File: src/rtl/mc_dp_pkg.sv
// Shared encodings for the multicycle datapath: mux selects, ALU ops, extend modes,
// multiplier state constants and instruction field positions.
// No logic; imported by mc_datapath and mul_iter.
package mc_dp_pkg;

  // ALUSrcB select
  localparam logic [1:0] SRCB_REG  = 2'b00;
  localparam logic [1:0] SRCB_IMM  = 2'b01;
  localparam logic [1:0] SRCB_FOUR = 2'b10;
  localparam logic [1:0] SRCB_NONE = 2'b11;

  // ResultSrc select
  localparam logic [1:0] RES_ALUOUT = 2'b00;
  localparam logic [1:0] RES_DATA   = 2'b01;
  localparam logic [1:0] RES_ALU    = 2'b10;
  localparam logic [1:0] RES_NONE   = 2'b11;

  // ALUControl
  localparam logic [1:0] ALU_ADD = 2'b00;
  localparam logic [1:0] ALU_SUB = 2'b01;
  localparam logic [1:0] ALU_AND = 2'b10;
  localparam logic [1:0] ALU_OR  = 2'b11;

  // ImmSrc
  localparam logic [1:0] IMM_8   = 2'b00;
  localparam logic [1:0] IMM_12  = 2'b01;
  localparam logic [1:0] IMM_BR  = 2'b10;
  localparam logic [1:0] IMM_NONE = 2'b11;

  // Multiplier FSM states
  typedef logic [1:0] mul_state_t;
  localparam mul_state_t IDLE = 2'd0;
  localparam mul_state_t RUN  = 2'd1;
  localparam mul_state_t DONE = 2'd2;

  // Register field LSB positions inside IR
  localparam int RM_LSB = 0;
  localparam int RD_LSB = 12;
  localparam int RN_LSB = 16;

endpackage

File: src/rtl/mc_datapath_if.sv
// Controller/memory bundle for mc_datapath: control inputs, flag/busy outputs, memory port.
// slave = datapath view, master = controller/memory view.
// No flow control: controller sequences everything; MulBusy tells it a multiply is in flight.
interface mc_datapath_if #(
  parameter int WIDTH = 32
);
  logic             PCWrite;
  logic             AdrSrc;
  logic             IRWrite;
  logic [1:0]       RegSrc;
  logic             RegWrite;
  logic [1:0]       ImmSrc;
  logic             ALUSrcA;
  logic [1:0]       ALUSrcB;
  logic [1:0]       ALUControl;
  logic [1:0]       ResultSrc;
  logic             MulStart;
  logic             MulLong;
  logic [WIDTH-1:0] Adr;
  logic [WIDTH-1:0] WriteData;
  logic [WIDTH-1:0] ReadData;
  logic [31:0]      Instr;
  logic [3:0]       ALUFlags;
  logic             MulBusy;
  logic             MulDone;

  modport master (
    output PCWrite, AdrSrc, IRWrite, RegSrc, RegWrite, ImmSrc, ALUSrcA, ALUSrcB,
           ALUControl, ResultSrc, MulStart, MulLong, ReadData,
    input  Adr, WriteData, Instr, ALUFlags, MulBusy, MulDone
  );

  modport slave (
    input  PCWrite, AdrSrc, IRWrite, RegSrc, RegWrite, ImmSrc, ALUSrcA, ALUSrcB,
           ALUControl, ResultSrc, MulStart, MulLong, ReadData,
    output Adr, WriteData, Instr, ALUFlags, MulBusy, MulDone
  );
endinterface

File: src/rtl/mc_datapath_mul_iter.sv
// Iterative radix-2 shift-add unsigned multiplier; ports: clk, reset, start, long, a, b -> busy, done, lo, hi.
// Latency: WIDTH RUN cycles plus one DONE cycle after start is sampled.
// start is ignored while busy; product is 2*WIDTH bits with LONG_MUL_EN, else WIDTH bits (hi = 0).
module mul_iter
  import mc_dp_pkg::*;
#(
  parameter int WIDTH = 32
) (
  input  logic             clk,
  input  logic             reset,
  input  logic             start,
  input  logic             long,
  input  logic [WIDTH-1:0] a,
  input  logic [WIDTH-1:0] b,
  output logic             busy,
  output logic             done,
  output logic [WIDTH-1:0] lo,
  output logic [WIDTH-1:0] hi
);

`ifdef LONG_MUL_EN
  localparam int PW = 2 * WIDTH;
`else
  localparam int PW = WIDTH;
`endif
  localparam int CW = $clog2(WIDTH + 1);

  mul_state_t       state;
  logic [CW-1:0]    cnt;
  logic [PW-1:0]    mcand;
  logic [PW-1:0]    prod;
  logic [WIDTH-1:0] mplier;

  // MUL/UMULL selection is resolved at writeback; the product is always full width.
  logic unused_long;
  assign unused_long = long;

  always_ff @(posedge clk or posedge reset) begin
    if (reset) begin
      state  <= IDLE;
      cnt    <= '0;
      mcand  <= '0;
      prod   <= '0;
      mplier <= '0;
    end else begin
      case (state)
        IDLE: begin
          if (start) begin
            state  <= RUN;
            mcand  <= PW'(a);
            mplier <= b;
            prod   <= '0;
            cnt    <= CW'(WIDTH);
          end
        end
        RUN: begin
          if (mplier[0]) prod <= prod + mcand;
          mcand  <= mcand << 1;
          mplier <= mplier >> 1;
          cnt    <= cnt - CW'(1);
          if (cnt == CW'(1)) state <= DONE;
        end
        DONE:    state <= IDLE;
        default: state <= IDLE;
      endcase
    end
  end

  assign busy = (state != IDLE);
  assign done = (state == DONE);
  assign lo   = prod[WIDTH-1:0];
`ifdef LONG_MUL_EN
  assign hi   = prod[PW-1:WIDTH];
`else
  assign hi   = '0;
`endif

endmodule

File: src/rtl/mc_datapath.sv
// Multicycle ARM-subset datapath: PC/IR/A/B/ALUOut/Data registers, regfile, ALU, extend, iterative multiplier.
// Ports: clk, reset (async, active-high), bus (mc_datapath_if.slave). Optional UMULL via LONG_MUL_EN.
// Latency: one edge per register stage; multiply takes WIDTH+1 cycles. No backpressure: MulBusy is advisory.
module mc_datapath
  import mc_dp_pkg::*;
#(
  parameter int WIDTH = 32,
  parameter int NREG  = 16
) (
  input logic          clk,
  input logic          reset,
  mc_datapath_if.slave bus
);

  localparam int            AW     = $clog2(NREG);
  localparam logic [AW-1:0] PC_IDX = AW'(NREG - 1);

  logic [WIDTH-1:0] pc, a_q, b_q, alu_out_q, data_q;
  logic [31:0]      ir;
  logic [WIDTH-1:0] rf [NREG];

  logic [AW-1:0]    rn, rd, rm, ra1, ra2;
  logic [WIDTH-1:0] pc_plus4, rd1, rd2, ext_imm, src_a, src_b, alu_result, result;
  logic [WIDTH:0]   sum;
  logic             is_sub;

  logic             mul_busy, mul_done;
  logic [WIDTH-1:0] mul_lo, mul_hi, mul_wd1;

  assign rn = ir[RN_LSB +: AW];
  assign rd = ir[RD_LSB +: AW];
  assign rm = ir[RM_LSB +: AW];

  logic unused_ir;
  assign unused_ir = ^ir[31:24];

  // Register reads: the PC alias returns PC+4 instead of storage.
  assign ra1      = bus.RegSrc[0] ? PC_IDX : rn;
  assign ra2      = bus.RegSrc[1] ? rd : rm;
  assign pc_plus4 = pc + WIDTH'(4);
  assign rd1      = (ra1 == PC_IDX) ? pc_plus4 : rf[ra1];
  assign rd2      = (ra2 == PC_IDX) ? pc_plus4 : rf[ra2];

  always_comb begin
    ext_imm = '0;
    case (bus.ImmSrc)
      IMM_8:    ext_imm = WIDTH'(ir[7:0]);
      IMM_12:   ext_imm = WIDTH'(ir[11:0]);
      IMM_BR:   ext_imm = {{(WIDTH-26){ir[23]}}, ir[23:0], 2'b00};
      IMM_NONE: ext_imm = '0;
    endcase
  end

  assign src_a = bus.ALUSrcA ? pc : a_q;

  always_comb begin
    src_b = '0;
    case (bus.ALUSrcB)
      SRCB_REG:  src_b = b_q;
      SRCB_IMM:  src_b = ext_imm;
      SRCB_FOUR: src_b = WIDTH'(4);
      SRCB_NONE: src_b = '0;
    endcase
  end

  // Subtract as a + ~b + 1 so the carry out is the ARM "no borrow" carry.
  assign is_sub = (bus.ALUControl == ALU_SUB);
  assign sum    = {1'b0, src_a} + {1'b0, (is_sub ? ~src_b : src_b)} + (WIDTH+1)'(is_sub);

  always_comb begin
    alu_result = '0;
    case (bus.ALUControl)
      ALU_ADD: alu_result = sum[WIDTH-1:0];
      ALU_SUB: alu_result = sum[WIDTH-1:0];
      ALU_AND: alu_result = src_a & src_b;
      ALU_OR:  alu_result = src_a | src_b;
    endcase
  end

  logic arith, flag_c, flag_v;
  assign arith  = ~bus.ALUControl[1];
  assign flag_c = arith & sum[WIDTH];
  assign flag_v = arith & (src_a[WIDTH-1] == (src_b[WIDTH-1] ^ is_sub))
                        & (sum[WIDTH-1] != src_a[WIDTH-1]);
  assign bus.ALUFlags = {alu_result[WIDTH-1], (alu_result == '0), flag_c, flag_v};

  always_comb begin
    result = '0;
    case (bus.ResultSrc)
      RES_ALUOUT: result = alu_out_q;
      RES_DATA:   result = data_q;
      RES_ALU:    result = alu_result;
      RES_NONE:   result = '0;
    endcase
  end

  always_ff @(posedge clk or posedge reset) begin
    if (reset) begin
      pc        <= '0;
      ir        <= '0;
      a_q       <= '0;
      b_q       <= '0;
      alu_out_q <= '0;
      data_q    <= '0;
    end else begin
      if (bus.PCWrite) pc <= result;
      if (bus.IRWrite) ir <= bus.ReadData[31:0];
      a_q       <= rd1;
      b_q       <= rd2;
      alu_out_q <= alu_result;
      data_q    <= bus.ReadData;
    end
  end

  mul_iter #(.WIDTH(WIDTH)) u_mul (
    .clk   (clk),
    .reset (reset),
    .start (bus.MulStart),
    .long  (bus.MulLong),
    .a     (a_q),
    .b     (b_q),
    .busy  (mul_busy),
    .done  (mul_done),
    .lo    (mul_lo),
    .hi    (mul_hi)
  );

`ifdef LONG_MUL_EN
  // Operation kind captured on the same edge the multiplier accepts its operands.
  logic mul_long_q;
  always_ff @(posedge clk or posedge reset) begin
    if (reset)                          mul_long_q <= 1'b0;
    else if (bus.MulStart && !mul_busy) mul_long_q <= bus.MulLong;
  end
  assign mul_wd1 = mul_long_q ? mul_hi : mul_lo;
`else
  logic unused_hi;
  assign unused_hi = ^mul_hi;
  assign mul_wd1   = mul_lo;
`endif

  // Later assignments win: RegWrite < UMULL low half < Instr[19:16] multiplier write.
  always_ff @(posedge clk) begin
    if (bus.RegWrite && (rd != PC_IDX)) rf[rd] <= result;
`ifdef LONG_MUL_EN
    if (mul_done && mul_long_q && (rd != PC_IDX)) rf[rd] <= mul_lo;
`endif
    if (mul_done && (rn != PC_IDX)) rf[rn] <= mul_wd1;
  end

  assign bus.Adr       = bus.AdrSrc ? result : pc;
  assign bus.WriteData = b_q;
  assign bus.Instr     = ir;
  assign bus.MulBusy   = mul_busy;
  assign bus.MulDone   = mul_done;

endmodule

File: src/flat_wrapper.sv
// flat-port wrapper written by rule: the top's interface ports become plain ports
module mc_datapath_flat import mc_dp_pkg::*;
#(
  parameter int WIDTH = 32,
  parameter int NREG  = 16
)
  (clk, reset, bus_PCWrite, bus_AdrSrc, bus_IRWrite, bus_RegSrc, bus_RegWrite, bus_ImmSrc, bus_ALUSrcA, bus_ALUSrcB, bus_ALUControl, bus_ResultSrc, bus_MulStart, bus_MulLong, bus_ReadData, bus_Adr, bus_WriteData, bus_Instr, bus_ALUFlags, bus_MulBusy, bus_MulDone);
  mc_datapath_if #(.WIDTH(WIDTH)) bus_i ();
  input logic clk;
  input logic reset;
  input wire logic [$bits(bus_i.PCWrite)-1:0] bus_PCWrite;
  input wire logic [$bits(bus_i.AdrSrc)-1:0] bus_AdrSrc;
  input wire logic [$bits(bus_i.IRWrite)-1:0] bus_IRWrite;
  input wire logic [$bits(bus_i.RegSrc)-1:0] bus_RegSrc;
  input wire logic [$bits(bus_i.RegWrite)-1:0] bus_RegWrite;
  input wire logic [$bits(bus_i.ImmSrc)-1:0] bus_ImmSrc;
  input wire logic [$bits(bus_i.ALUSrcA)-1:0] bus_ALUSrcA;
  input wire logic [$bits(bus_i.ALUSrcB)-1:0] bus_ALUSrcB;
  input wire logic [$bits(bus_i.ALUControl)-1:0] bus_ALUControl;
  input wire logic [$bits(bus_i.ResultSrc)-1:0] bus_ResultSrc;
  input wire logic [$bits(bus_i.MulStart)-1:0] bus_MulStart;
  input wire logic [$bits(bus_i.MulLong)-1:0] bus_MulLong;
  input wire logic [$bits(bus_i.ReadData)-1:0] bus_ReadData;
  output wire logic [$bits(bus_i.Adr)-1:0] bus_Adr;
  output wire logic [$bits(bus_i.WriteData)-1:0] bus_WriteData;
  output wire logic [$bits(bus_i.Instr)-1:0] bus_Instr;
  output wire logic [$bits(bus_i.ALUFlags)-1:0] bus_ALUFlags;
  output wire logic [$bits(bus_i.MulBusy)-1:0] bus_MulBusy;
  output wire logic [$bits(bus_i.MulDone)-1:0] bus_MulDone;
  assign bus_i.PCWrite = bus_PCWrite;
  assign bus_i.AdrSrc = bus_AdrSrc;
  assign bus_i.IRWrite = bus_IRWrite;
  assign bus_i.RegSrc = bus_RegSrc;
  assign bus_i.RegWrite = bus_RegWrite;
  assign bus_i.ImmSrc = bus_ImmSrc;
  assign bus_i.ALUSrcA = bus_ALUSrcA;
  assign bus_i.ALUSrcB = bus_ALUSrcB;
  assign bus_i.ALUControl = bus_ALUControl;
  assign bus_i.ResultSrc = bus_ResultSrc;
  assign bus_i.MulStart = bus_MulStart;
  assign bus_i.MulLong = bus_MulLong;
  assign bus_i.ReadData = bus_ReadData;
  assign bus_Adr = bus_i.Adr;
  assign bus_WriteData = bus_i.WriteData;
  assign bus_Instr = bus_i.Instr;
  assign bus_ALUFlags = bus_i.ALUFlags;
  assign bus_MulBusy = bus_i.MulBusy;
  assign bus_MulDone = bus_i.MulDone;
  mc_datapath #(.WIDTH(WIDTH), .NREG(NREG)) u_core (.clk(clk), .reset(reset), .bus(bus_i));
endmodule
File: config.mk
export PLATFORM = sky130hd
export DESIGN_NAME = mc_datapath_flat
export DESIGN_NICKNAME = d
export VERILOG_FILES = /design/src/rtl/mc_dp_pkg.sv /design/src/rtl/mc_datapath_if.sv /design/src/rtl/mc_datapath_mul_iter.sv /design/src/rtl/mc_datapath.sv /design/src/flat_wrapper.sv
export SDC_FILE = /design/constraint.sdc
export NUM_CORES = 2
export LEC_CHECK = 0
export ABC_AREA = 1
export BUFFER_PORTS_ARGS = -buffer_cell sky130_fd_sc_hd__buf_2
export CORE_MARGIN = 2
export CORE_UTILIZATION = 50
export DETAILED_ROUTE_END_ITERATION = 8
export GPL_ROUTABILITY_DRIVEN = 0
export PLACE_DENSITY = 0.69
export SLEW_MARGIN = 0
export SYNTH_ARGS = -nofsm -noshare
export SYNTH_HDL_FRONTEND = slang
export SYNTH_SLANG_ARGS = --single-unit
File: constraint.sdc
create_clock -name clk -period 11.9 [get_ports clk]
set_input_delay 3.57 -clock clk [delete_from_list [all_inputs] [get_ports clk]]
set_output_delay 3.57 -clock clk [all_outputs]
set_load 0.005 [all_outputs]
Word level (Yosys, flattened, before mapping):

Memory sizes are Yosys's and may differ from the RTL's.
Cells that the tools add are included.

* register bits after elaboration: 296
* memory bits (writable): 512
* output and inout bits: 102
* memories: 1

* $add $sub $neg: 5
* equal/unequal tests: 24
* muxes and demuxes: 27
* bitwise gates (word level): 8
* reductions and logical operators: 14

Memory list
* u_core.rf: words 16, width 32, read ports 2, clocked after memory_dff 0, wr ports 2, RTL line mc_datapath.sv:20 `logic [WIDTH-1:0] rf [NREG];`

Operators by type and width (count)
* 32-bit one-hot mux with 4 select lines: 3
* 32-bit two-way mux: 9
* 32-bit one-hot mux with 2 select lines: 3
* 32-bit one-hot mux with 3 select lines: 1
* 32-bit by 32-bit adder with 33-bit output: 1
* 33-bit by 1-bit adder with 33-bit output: 1
* 32-bit by 3-bit adder with 32-bit output, second input constant: 1
* 32-bit adder: 1
* 32-bit AND: 1
* 32-bit logical NOT: 1
* 32-bit NOT: 1
* 32-bit bitwise OR: 1
* 2-bit equality test, second input constant: 9
* 6-bit one-hot mux with 2 select lines: 1
* 2-bit by 1-bit equality test with 1-bit output, second input constant: 5
* 2-bit logical NOT: 5
* 4-bit equality test, second input constant: 2
* 4-bit two-way mux: 2
* 4-bit inequality test, second input constant: 2
* 6-bit by 1-bit equality test with 1-bit output, second input constant: 1
* 6-bit two-way mux: 1
* 2-bit inequality test, second input constant: 3
* 6-bit by 1-bit subtractor with 6-bit output, second input constant: 1
* 1-bit two-way mux: 4
* other kinds (12): 18

Logic depth before layout (Yosys ltp):

* word-level depth: 10
* gate-level depth with buffers: 26
* depth with buffers taken out: 25

Modules after synthesis:

A second synthesis with hierarchy kept.

* cells, all modules: 6182
* area, all modules: 48480.2 µm²

Modules (own cells, without submodules)
* mc_datapath: instances 1, cells an instance 5135, area each 41494.8 µm², seq. area each 20179.4 µm²
* mul_iter: instances 1, cells an instance 1047, area each 6985.4 µm², seq. area each 2602.5 µm²

Least setup slack after synthesis:

OpenSTA, ideal clock, no wires.

* kind: input -> output
* start point: in bus_ALUControl[0]
* end point: out bus_Adr[18]
* data arrival time: 6.570 ns
* setup slack: 1.760 ns
* stages on the path: 21
* cell sequence: buf_2 -> nand2_1 -> inv_2 -> buf_1 -> xor2_1 -> ha_1 -> nand2_1 -> nor2_1 -> inv_1 -> nor3_1 -> nand2_1 -> nand2_1 -> nand2_1 -> nand2_1 -> nand2_1 -> nand3_1 -> nand2_1 -> o211ai_4 -> buf_4 -> nand2_1 -> o21ai_0

* word-level cells in the longest chain between the ends: 7
* elaborated cells on any way between the ends: 11
* classes of those cells: add/sub: 2; eq/ne: 3; mux: 4; reduce/logical: 2

Ends and longest elaborated chain
* from (decl): RTL line flat_wrapper.sv:19 `input wire logic [$bits(bus_i.ALUControl)-1:0] bus_ALUControl;`
* 2-bit by 1-bit equality test with 1-bit output: RTL line mc_datapath.sv:67, mc_datapath.sv:72
* 32-bit two-way mux: RTL line mc_datapath.sv:68 `assign sum = {1'b0, src_a} + {1'b0, (is_sub ? ~src_b : src_b)} + (WIDTH+1)'(is_sub);`
* 32-bit by 32-bit adder with 33-bit output: RTL line mc_datapath.sv:68
* 33-bit by 1-bit adder with 33-bit output: RTL line mc_datapath.sv:68
* 32-bit one-hot mux with 3 select lines (*): RTL line mc_datapath.sv:72 `case (bus.ALUControl)`
* 32-bit one-hot mux with 4 select lines (*): RTL line mc_datapath.sv:89 `case (bus.ResultSrc)`
* 32-bit two-way mux (*): RTL line mc_datapath.sv:151 `assign bus.Adr = bus.AdrSrc ? result : pc;`
* to (decl): RTL line flat_wrapper.sv:24 `output wire logic [$bits(bus_i.Adr)-1:0] bus_Adr;`

Mark *: on every way between the ends. The rest lies on a longest branch, timed or not.

Final worst setup path:

* start point: in bus_ALUSrcA
* end point: out bus_Adr[27]

* word-level cells in the longest chain between the ends: 6
* elaborated cells on any way between the ends: 8
* classes of those cells: add/sub: 2; mux: 4; bitwise: 2

Ends and longest elaborated chain
* from (decl): RTL line flat_wrapper.sv:17 `input wire logic [$bits(bus_i.ALUSrcA)-1:0] bus_ALUSrcA;`
* 32-bit two-way mux (*): RTL line mc_datapath.sv:54 `assign src_a = bus.ALUSrcA ? pc : a_q;`
* 32-bit by 32-bit adder with 33-bit output: RTL line mc_datapath.sv:68
* 33-bit by 1-bit adder with 33-bit output: RTL line mc_datapath.sv:68
* 32-bit one-hot mux with 3 select lines (*): RTL line mc_datapath.sv:72
* via u_core.alu_result[27]: RTL line mc_datapath.sv:23 `logic [WIDTH-1:0] pc_plus4, rd1, rd2, ext_imm, src_a, src_b, alu_result, result;`
* 32-bit one-hot mux with 4 select lines (*): RTL line mc_datapath.sv:89
* 32-bit two-way mux (*): RTL line mc_datapath.sv:151

The timed path passes the listed nets; every way through them passes the cells marked *.

==> results.toml <==
[run_status]
outcome = "complete, but fails checks"
violations = "DRC"

[place]
io_buffers = 151
hpwl_mm = 114.9

[yosys]
synth_top_area_share_pct = 32.37
synthTopCellsByCount = "1,394 x nand2_1, 1,197 x o21ai_0, 538 x nor2_1, 512 x edfxtp_1, 389 x inv_1"
netlist_area_sq_um = 47500
synth_top_cell_by_area = "edfxtp_1"
netlist_top_cells_area = "edfxtp_1 32%, dfrtp_1 16%, o21ai_0 13%, nand2_1 11%, nor2_1 4.3%"
synth-warning-count = 0
yosys_register_bits = 808
synth_edf_count = 512
synth_flop_cell = "edfxtp_1"
netlist_instances = 6022
syn_area_per_cell_sq_um = 7.887
synth_seq_area_share_pct = 47.97
synth_most_common_cell = "nand2_1"
synth_cell_types = 63
async_flop_share_pct = 36.63

[clocking]
cts_tree = "done"
cts_sinks = 808
clock_path_buffers = 3
cts_htree_levels = 3
cts-root-buf = "clkbuf_16"
cts_setup_buffers = 0
cts_buffers = 88
ctsHoldBuffers = 0
cts_resized = 0
clk_pin_slew_ns = 0.06
clk_latency_ns = 0.68

[global_route]
overflow = 0
busiest_layer = "met2"
grt_usage_pct = 37.54
grt_use_met1_pct = 48.05
grt_max_degree = 197
grt_use_met2_pct = 57.85
gr-usage-met3_pct = 9.190
antenna_found_initial = 3
grt_pass1_wl_mm = 273.0
grt_pass1_vias = 42830

[final_layout]
seqCellArea_sq_um = 22780
multi_input_area_sq_um = 21690
syn_to_final_growth_pct = 9.737
drive_above_1_share_pct = 8.555
final_util_pct = 55.10
fill_cells = 8492
layout.nets = 6066

[detailed_routing]
wire_per_inst_um = 25.90
num_vias = 46750
antenna_left = 0
firstDrtPassIters = 9
drt_iter0_markers = 8025
avgViaCountPerCell = 6.416
post-route-drc-count = 1
wl_mm = 188.8

[power_and_ir_drop]
power_w = 0.009823
p_per_area_nw_per_um2 = 188.5
power.share.clock_pct = 28.5
pwr-share-seq_pct = 38.8
p_switching_w = 0.003877
p_comb_share_pct = 32.7
switching_share_pct = 39.47
leakagePower_nw = 21.40
p_int_w = 0.005946
vdd_drop_max_v = 0.0001197

[critical_path]
critPathCaptureType = "output port"
worstPathRequired_ns = 8.33
cp_max_fo = 37
crit_type = "primary input to output port"
cp.arrival_ns = 7.49
start_kind = "primary input"

[timing]
fmax_mhz = 90.42
tightest_slew_ns = 1.341
slew_viol_final = 0
fin_skew_ns = 0.03044
whs_ns = 0.4871
period_share_pct = 92.94
min_period_ns = 11.06
rsz0062_at_grt = "false"
relSlewSlack_pct = 10.39
setup_tns_ns = 0
setup_viol = 0
finalHoldViolCount = 0

[floorplan]
core_area_sq_um = 94590
num_rows = 113
ios = 153
die_area_sq_um = 97470
initial_core_util_pct = 50.21
chipHeight_um = 312.2
die_x_um = 312.2

[job]
maxCapViolations = 0

[hold_path]
hold_class = "flip-flop to flip-flop"
==> state kept, by name, summed over array words and instances (netlist names) <==
register,flops
u_core.u_mul.mplier,32
u_core.pc,32
u_core.u_mul.cnt,6
u_core.u_mul.mcand,32
u_core.u_mul.state,2
u_core.rf,512
u_core.a_q,32
u_core.bus.Instr,32
u_core.bus.WriteData,32
u_core.data_q,32
u_core.u_mul.lo,32
u_core.alu_out_q,32
==> power by group through the flow <==
stage	Clock, W	Sequential (W)	Combinational (W)
floorplan	0	0.00367	0.00213
global placement	0	0.00383	0.00301
detailed placement	0	0.00384	0.00308
CTS	0.00279	0.00378	0.00309
global route	0.00291	0.00383	0.00350
finish	0.00280	0.00381	0.00321
==> path summary, 6_finish.rpt <==
check	startpoint	endpoint	slack (ns)	depth (start not counted)
worst min register to register	u_core.u_mul.mplier[31]	u_core.u_mul.mplier[31]	0.49	2
max in group asynchronous	reset	u_core.bus.Instr[16]	7.19	3
worst min-delay path	u_core.u_mul.mplier[31]	u_core.u_mul.mplier[31]	0.49	2
worst max-delay path	bus_ALUSrcA	bus_Adr[27]	0.84	19
worst max register to register	u_core.bus.Instr[13]	u_core.bus.WriteData[8]	6.13	13
min in group asynchronous	reset	u_core.u_mul.mplier[6]	3.03	2
==> stage by stage <==
stage               instances  area [sq um]  worst slack [ns]
floorplan                6053         47610            0.1542
global placement         7123         49220             1.025
detailed placement       7123         49220            0.9646
CTS                      7285         52120            0.9422
global route             7285         52120            0.6372
finish                   7287         52120            0.8405
==> layout by cell type (no fill, tap or decap), types with 27 or more instances in the layout <==
cell       instances
o211ai_1          37
nand3_1          203
xor2_1            58
edfxtp_1         512
a21oi_1          381
buf_2            151
conb_1            32
o22ai_1          139
a221oi_1          28
dfrtp_1          295
a31oi_1           43
buf_4            102
a22oi_1           27
o21ai_0         1184
inv_1            383
nand2_1         1391
ha_1              65
nor2_1           528
clkbuf_16         92
==> per-layer routing <==
| layer | wire (um) | share of wire (%) |
|---|---|---|
| met2 | 83000 | 44 |
| met3 | 27170 | 14 |
| met5 | 12 | 0.0064 |
| met1 | 66060 | 35 |
| met4 | 12510 | 6.6 |
==> critical path, cell delays in order <==
cell	delay, ns
buf_2	0.43
inv_2	0.13
buf_4	0.26
o21ai_0	0.44
ha_1	0.40
a21oi_1	0.23
nor2_1	0.06
nor2_1	0.20
nand2_1	0.09
a21oi_1	0.19
nand2_1	0.15
nand2_1	0.11
a21oi_1	0.09
o21bai_2	0.19
nand2_1	0.11
nand2_4	0.27
nand2_1	0.08
o21ai_0	0.25
buf_2	0.22
==> layout make-up <==
cell class | instances | share of cell area, %
clock buffer | 123 | 4.832
timing repair buffer | 257 | 3.073
antenna | 2 | 0.009602
tap | 1265 | 3.037
sequential | 808 | 43.71
inverter | 412 | 3.001
clock inverter | 39 | 0.7274
multi-input combinational | 4381 | 41.61
==> cell families (layout without fill, tap and decap cells) <==
kind of cell             count (synthesis)  count (layout)  synth area share, %
AO/OA/AOI/OAI                         1973            1973                22.72
XOR/XNOR                                64              64                1.180
adder cells (fa/ha/maj)                 74              74                1.944
buffers and inverters                  864             831                7.213
flip-flops                             808             808                47.97
multiplexers                             9               9               0.2134
other                                    1              34             0.007895
AND/OR/NAND/NOR                       2229            2229                18.76
Note: power is estimated with default switching activity, not from simulation.
